### config.mk
export PLATFORM = sky130hd
export DESIGN_NAME = hit_normal_pipeline
export DESIGN_NICKNAME = d
export VERILOG_FILES = /design/src/rtl/hit_normal_pipeline.sv
export SDC_FILE = /design/constraint.sdc
export NUM_CORES = 1
export LEC_CHECK = 0
export BUFFER_PORTS_ARGS = -buffer_cell sky130_fd_sc_hd__buf_4
export CAP_MARGIN = 20
export CORE_AREA = 10 10 205 207
export CTS_CLUSTER_SIZE = 12
export DETAILED_ROUTE_END_ITERATION = 8
export DIE_AREA = 0 0 215 217
export HOLD_SLACK_MARGIN = 0.15
export PLACE_DENSITY = 0.57
export SLEW_MARGIN = 25
export SYNTH_ARGS = -nofsm -noshare
export SYNTH_HDL_FRONTEND = slang
export SYNTH_SLANG_ARGS = --single-unit
### constraint.sdc
create_clock -name clk -period 7.5 [get_ports clk]
set_input_delay 0.375 -clock clk [delete_from_list [all_inputs] [get_ports clk]]
set_output_delay 0.375 -clock clk [all_outputs]
set_load 0.05 [all_outputs]
### src/rtl/hit_normal_pipeline.sv
// hit_normal_pipeline: plane/sphere hit normal with optional flip, STAGES-deep valid/ready pipeline
module hit_normal_pipeline #(
  parameter int COORD_W = 32,
  parameter int STAGES = 1,
  parameter int TAG_W = 16
) (
  input  logic                   clk,
  input  logic                   rst,
  input  logic                   in_valid,
  output logic                   in_ready,
  input  logic                   in_mode,
  input  logic                   in_flip,
  input  logic [3*COORD_W-1:0]   prim_param,
  input  logic [3*COORD_W-1:0]   hit_pos,
  input  logic [TAG_W-1:0]       in_tag,
  output logic                   out_valid,
  input  logic                   out_ready,
  output logic [3*COORD_W-1:0]   hit_normal_unnormalized,
  output logic [TAG_W-1:0]       out_tag,
  output logic                   busy
);
  localparam int VW = 3*COORD_W;
  logic [STAGES-1:0] v;
  logic [VW-1:0]     d [STAGES];
  logic [TAG_W-1:0]  t [STAGES];
  logic [VW-1:0]     n;
  logic              stall;
  for (genvar c = 0; c < 3; c++) begin : g_c
    logic [COORD_W-1:0] p, h, r;
    assign p = prim_param[c*COORD_W +: COORD_W];
    assign h = hit_pos[c*COORD_W +: COORD_W];
    assign r = in_mode ? h - p : p;
    assign n[c*COORD_W +: COORD_W] = in_flip ? -r : r;
  end
  assign stall = v[STAGES-1] & ~out_ready;
  assign in_ready = rst | ~stall;
  assign out_valid = v[STAGES-1];
  assign hit_normal_unnormalized = d[STAGES-1];
  assign out_tag = t[STAGES-1];
  assign busy = |v;
  always_ff @(posedge clk) begin
    if (rst) begin
      v <= '0;
      for (int i = 0; i < STAGES; i++) begin
        d[i] <= '0;
        t[i] <= '0;
      end
    end else if (!stall) begin
      v[0] <= in_valid;
      d[0] <= n;
      t[0] <= in_tag;
      for (int i = 1; i < STAGES; i++) begin
        v[i] <= v[i-1];
        d[i] <= d[i-1];
        t[i] <= t[i-1];
      end
    end
  end
endmodule
==> summary.md <==
| Metric | Value |
|---|---|
| GRT Total Usage | `roughly a fifth` |
| Internal Power | `approximately 1.8 mW` |
| Total wire length | `roughly 48 mm` |
| Vias per std cell | `about 5.5` |
| Avg Cell Area, Syn | `roughly 7.9 um2` |
| Placed Cells | `2432` |
| CTS Buf Count | `17` |
| Status | `completed` |
| Max-cap violations | `0` |
| Drt drc | `0` |
| Post-layout instance area | `0.01659 mm2` |
| Simple-Gate Fraction of Synth Area | `22.64%` |
| Drt pass-1 iters | `6` |
| Flop pwr share | `about a quarter` |
| Final Hold Vio Count | `0` |
| Worst vdd ir | `~0.16 mV` |
| Vias in the first global route | `roughly 13000` |
| Port Buffers | `between 300 and 400` |
| Worst-Skew Late Latency | `between 400 and 500 ps` |
| Synthesized area | `around 0.013 mm2` |
| Mapped Cells | `between 1500 and 2000` |
| Power Dens Cells | `around 190 mW/mm2` |
| Post_cts resized | `0` |
| XOR/XNOR Fraction of Synth Area | `approximately 8.1%` |
| Synth top area cells | `edfxtp_1 (26%), ha_1 (9.2%), nor2_1 (5.1%)` |
| Multi-input gate area | `0.008935 mm2` |
| Met1 usage | `between 20% and 30%` |
| Clock power share | `between 20% and 30%` |
| GR Util met2 | `about a third` |
| Synth Area in Adders | `9.647%` |
| Final Max Slew Viols | `0` |
| NetSw | `about 1.3 mW` |
| Data required, critical path | `7680 ps` |
| Setup repair bufs after CTS | `0` |
| Synth Net Count | `1968` |
| Clock root buffer | `clkbuf_16` |
| Worst Hold Class | `primary input to register` |
| Min cycle time layout | `between 4000 and 5000 ps` |
| Setup_tns | `0 ps` |
| Largest net degree at the start of global routing | `about 90` |
| Max Root-Sink Buffers | `2` |
| Vias | `~13000` |
| Global route overflow | `0` |
| Leak | `between 7 and 8 nW` |
| Largest family of logic cells by synthesized area | `compound AO/OA/AOI/OAI gates` |
| Chip Width | `around 220 um` |
| Seq cells post-synth | `about 110` |
| Setup crit end kind | `register` |
| Largest area contributor in the netlist | `edfxtp_1` |
| Initial Util | `about 34%` |
| Worst-path clk slew | `approximately 60 ps` |
| Endpoints failing setup | `0` |
| Worst-Margin Slew | `989.9 ps` |
| Num rows | `72` |
| # hold bufs at CTS | `2` |
| Crit Path Max Fanout | `6` |
| Antenna violations before repair | `3` |
| Final HPWL DP | `around 38 mm` |
| Met3 Use GR | `under 10%` |
| Fmax | `~0.23 GHz` |
| Sw Share | `41.28%` |
| First-pass GRT wire length | `73.63 mm` |
| RD Place Congestion | `roughly 0.91` |
| Share of the synthesized area in the top cell type | `between 20% and 30%` |
| Synth Warn # | `0` |
| Die height | `217 um` |
| Nature of the critical path startpoint | `primary input` |
| Layout cell share with drive strength beyond 1 | `between 20 and 25%` |
| Mux contribution to synthesized area | `about 3.4%` |
| Non-Filler Instances | `2469` |
| CTS tree | `built` |
| Combinational share of power | `45.4%` |
| Unrepaired setup endpoints after global routing | `no` |
| CTS Sinks | `113` |
| Fillers | `3877` |
| Final layout net count | `2248` |
| Area after DPL | `around 0.016 mm2` |
| Post-synthesis compound-gate area fraction | `~24%` |
| Setup CP Type | `primary input to register` |
| Core Region | `between 0.03 and 0.04 mm2` |
| Antenna-violating nets left | `0` |
| Routed wire length per instance | `19.36 um` |
| Initial drt markers | `1070` |
| Area Overhead vs Synth | `26.87%` |
| Io pins | `~330` |
| Post-synthesis sequential area ratio | `25.88%` |
| Max-slew headroom | `between 30% and 40%` |
| Sequential cell area | `approximately 0.0034 mm2` |
| Die area | `about 0.047 mm2` |
| Most used DFF post-synth | `edfxtp_1` |
| Most crowded layer after global routing | `met2` |
| Netlist cell types | `79` |
| FFs w/ async S/R, synth | `0%` |
| Arrival @ worst endpoint | `around 4500 ps` |
| H-Tree Depth | `4` |
| Final period util | `57.68%` |
| EDFF count, synth | `roughly 110` |
| Worst Clk Skew | `roughly 9.3 ps` |
| Fin util | `approximately 44%` |
-- state kept, by name (all words and copies together) (netlist names) --
register  count
busy          1
d            96
t            16
-- cells in the mapped netlist, drive strengths merged (7+ instances only) --
cell type and number:
a2111oi 7, a211oi 15, a21boi 7, a21o 43, a21oi 116, a221oi 7, a31oi 16, and2 36
and3 21, buf 19, clkbuf 57, edfxtp 112, ha 96, inv 125, mux2i 40, nand2 138
nand2b 21, nand3 34, nand3b 11, nand4 38, nor2 178, nor3 55, nor3b 7, nor4 17
o2111ai 8, o211a 11, o211ai 15, o21a 12, o21ai 108, o21bai 7, o31a 8, o31ai 26
o41ai 11, or2 7, or3 23, xnor2 73, xor2 46
-- stage by stage --
step	hold slack (ps)	setup WS [ps]	total power [mW]
3_5_place_dp	573.8	2740	2.219
5_1_grt	192.8	2857	3.257
2_1_floorplan	447.4	2019	1.795
3_3_place_gp	559.6	2844	2.213
4_1_cts	181.1	3177	3.105
6_report	203.1	3174	3.091
-- path summary, 6_finish.rpt --
check | start | end | slack, ps | cells past startpoint
min | in_tag[15] | t[0][15] | 200 | 2
max reg2reg | busy | d[0][29] | 4870 | 5
min reg2reg | busy | d[0][24] | 1250 | 3
max | hit_pos[32] | d[0][63] | 3170 | 16
-- layer usage --
| metal | share of wire [%] | vias to the layer above | routed length, um |
|---|---|---|---|
| met1 | 46 | 6362 | 21760 |
| met4 | 1.9 | 2 | 910 |
| met5 | 0.027 | - | 13 |
| li1 | - | 6661 | - |
| met2 | 47 | 416 | 22340 |
| met3 | 5.8 | 48 | 2768 |
-- area by class of cell --
cell class	count	area share (%)
multi-input combinational	1341	53.87
sequential	113	20.40
timing repair buffer	337	15.28
tap	518	3.907
inverter	125	2.829
clock buffer	17	2.565
clock inverter	15	1.109
antenna	3	0.04526
-- power by group through the flow --
stage	combinational, mW	sequential (mW)	clock [mW]
3_3_place_gp	1.39	0.823	0
6_report	1.40	0.811	0.876
3_5_place_dp	1.39	0.825	0
5_1_grt	1.52	0.820	0.917
4_1_cts	1.40	0.813	0.890
2_1_floorplan	0.693	1.10	0
-- worst max-delay path, stage by stage --
cell	delay, ps
buf_4	110
inv_1	50
ha_1	220
inv_1	70
fa_1	410
a211oi_1	380
o21ai_0	300
nand3_1	140
nand3_1	120
a311o_1	360
nand4b_1	320
a2111oi_4	480
nand3b_1	310
o41ai_1	610
xnor3_1	210
nor2_1	40
-- cells by family after synthesis --
kind of cell | count (synthesis)
adders and majority gates | 99
and+or+nand+nor | 605
muxes | 44
AOI/OAI and AO/OA | 473
DFF | 113
buffers and inverters | 201
xor gates and xnor gates | 120
-- cell usage in the layout (no fill, tap or decap), types with 6 or more instances in the layout --
master	netlist	layout
buf_4	1	335
nor2_1	178	177
nand2_1	138	138
inv_1	125	124
a21oi_1	116	116
edfxtp_1	112	112
o21ai_0	103	103
ha_1	96	96
xnor2_1	73	73
nor3_1	54	54
xor2_1	46	46
a21o_1	43	43
mux2i_1	40	40
nand4_1	38	38
and2_1	36	36
nand3_1	34	34
o31ai_1	25	25
or3_1	22	22
and3_1	21	21
nand2b_1	21	20
nor4_1	17	17
clkbuf_16	0	17
a31oi_1	16	16
o211ai_1	15	15
a211oi_1	14	14
o21a_1	12	12
nand3b_1	11	11
o41ai_1	11	11
o211a_1	11	11
o31a_1	8	8
o2111ai_1	8	8
o21bai_1	7	7
a21boi_0	7	7
nor3b_1	7	7
or2_2	7	6
a221oi_1	6	6
Note: power is estimated with default switching activity, not from simulation.
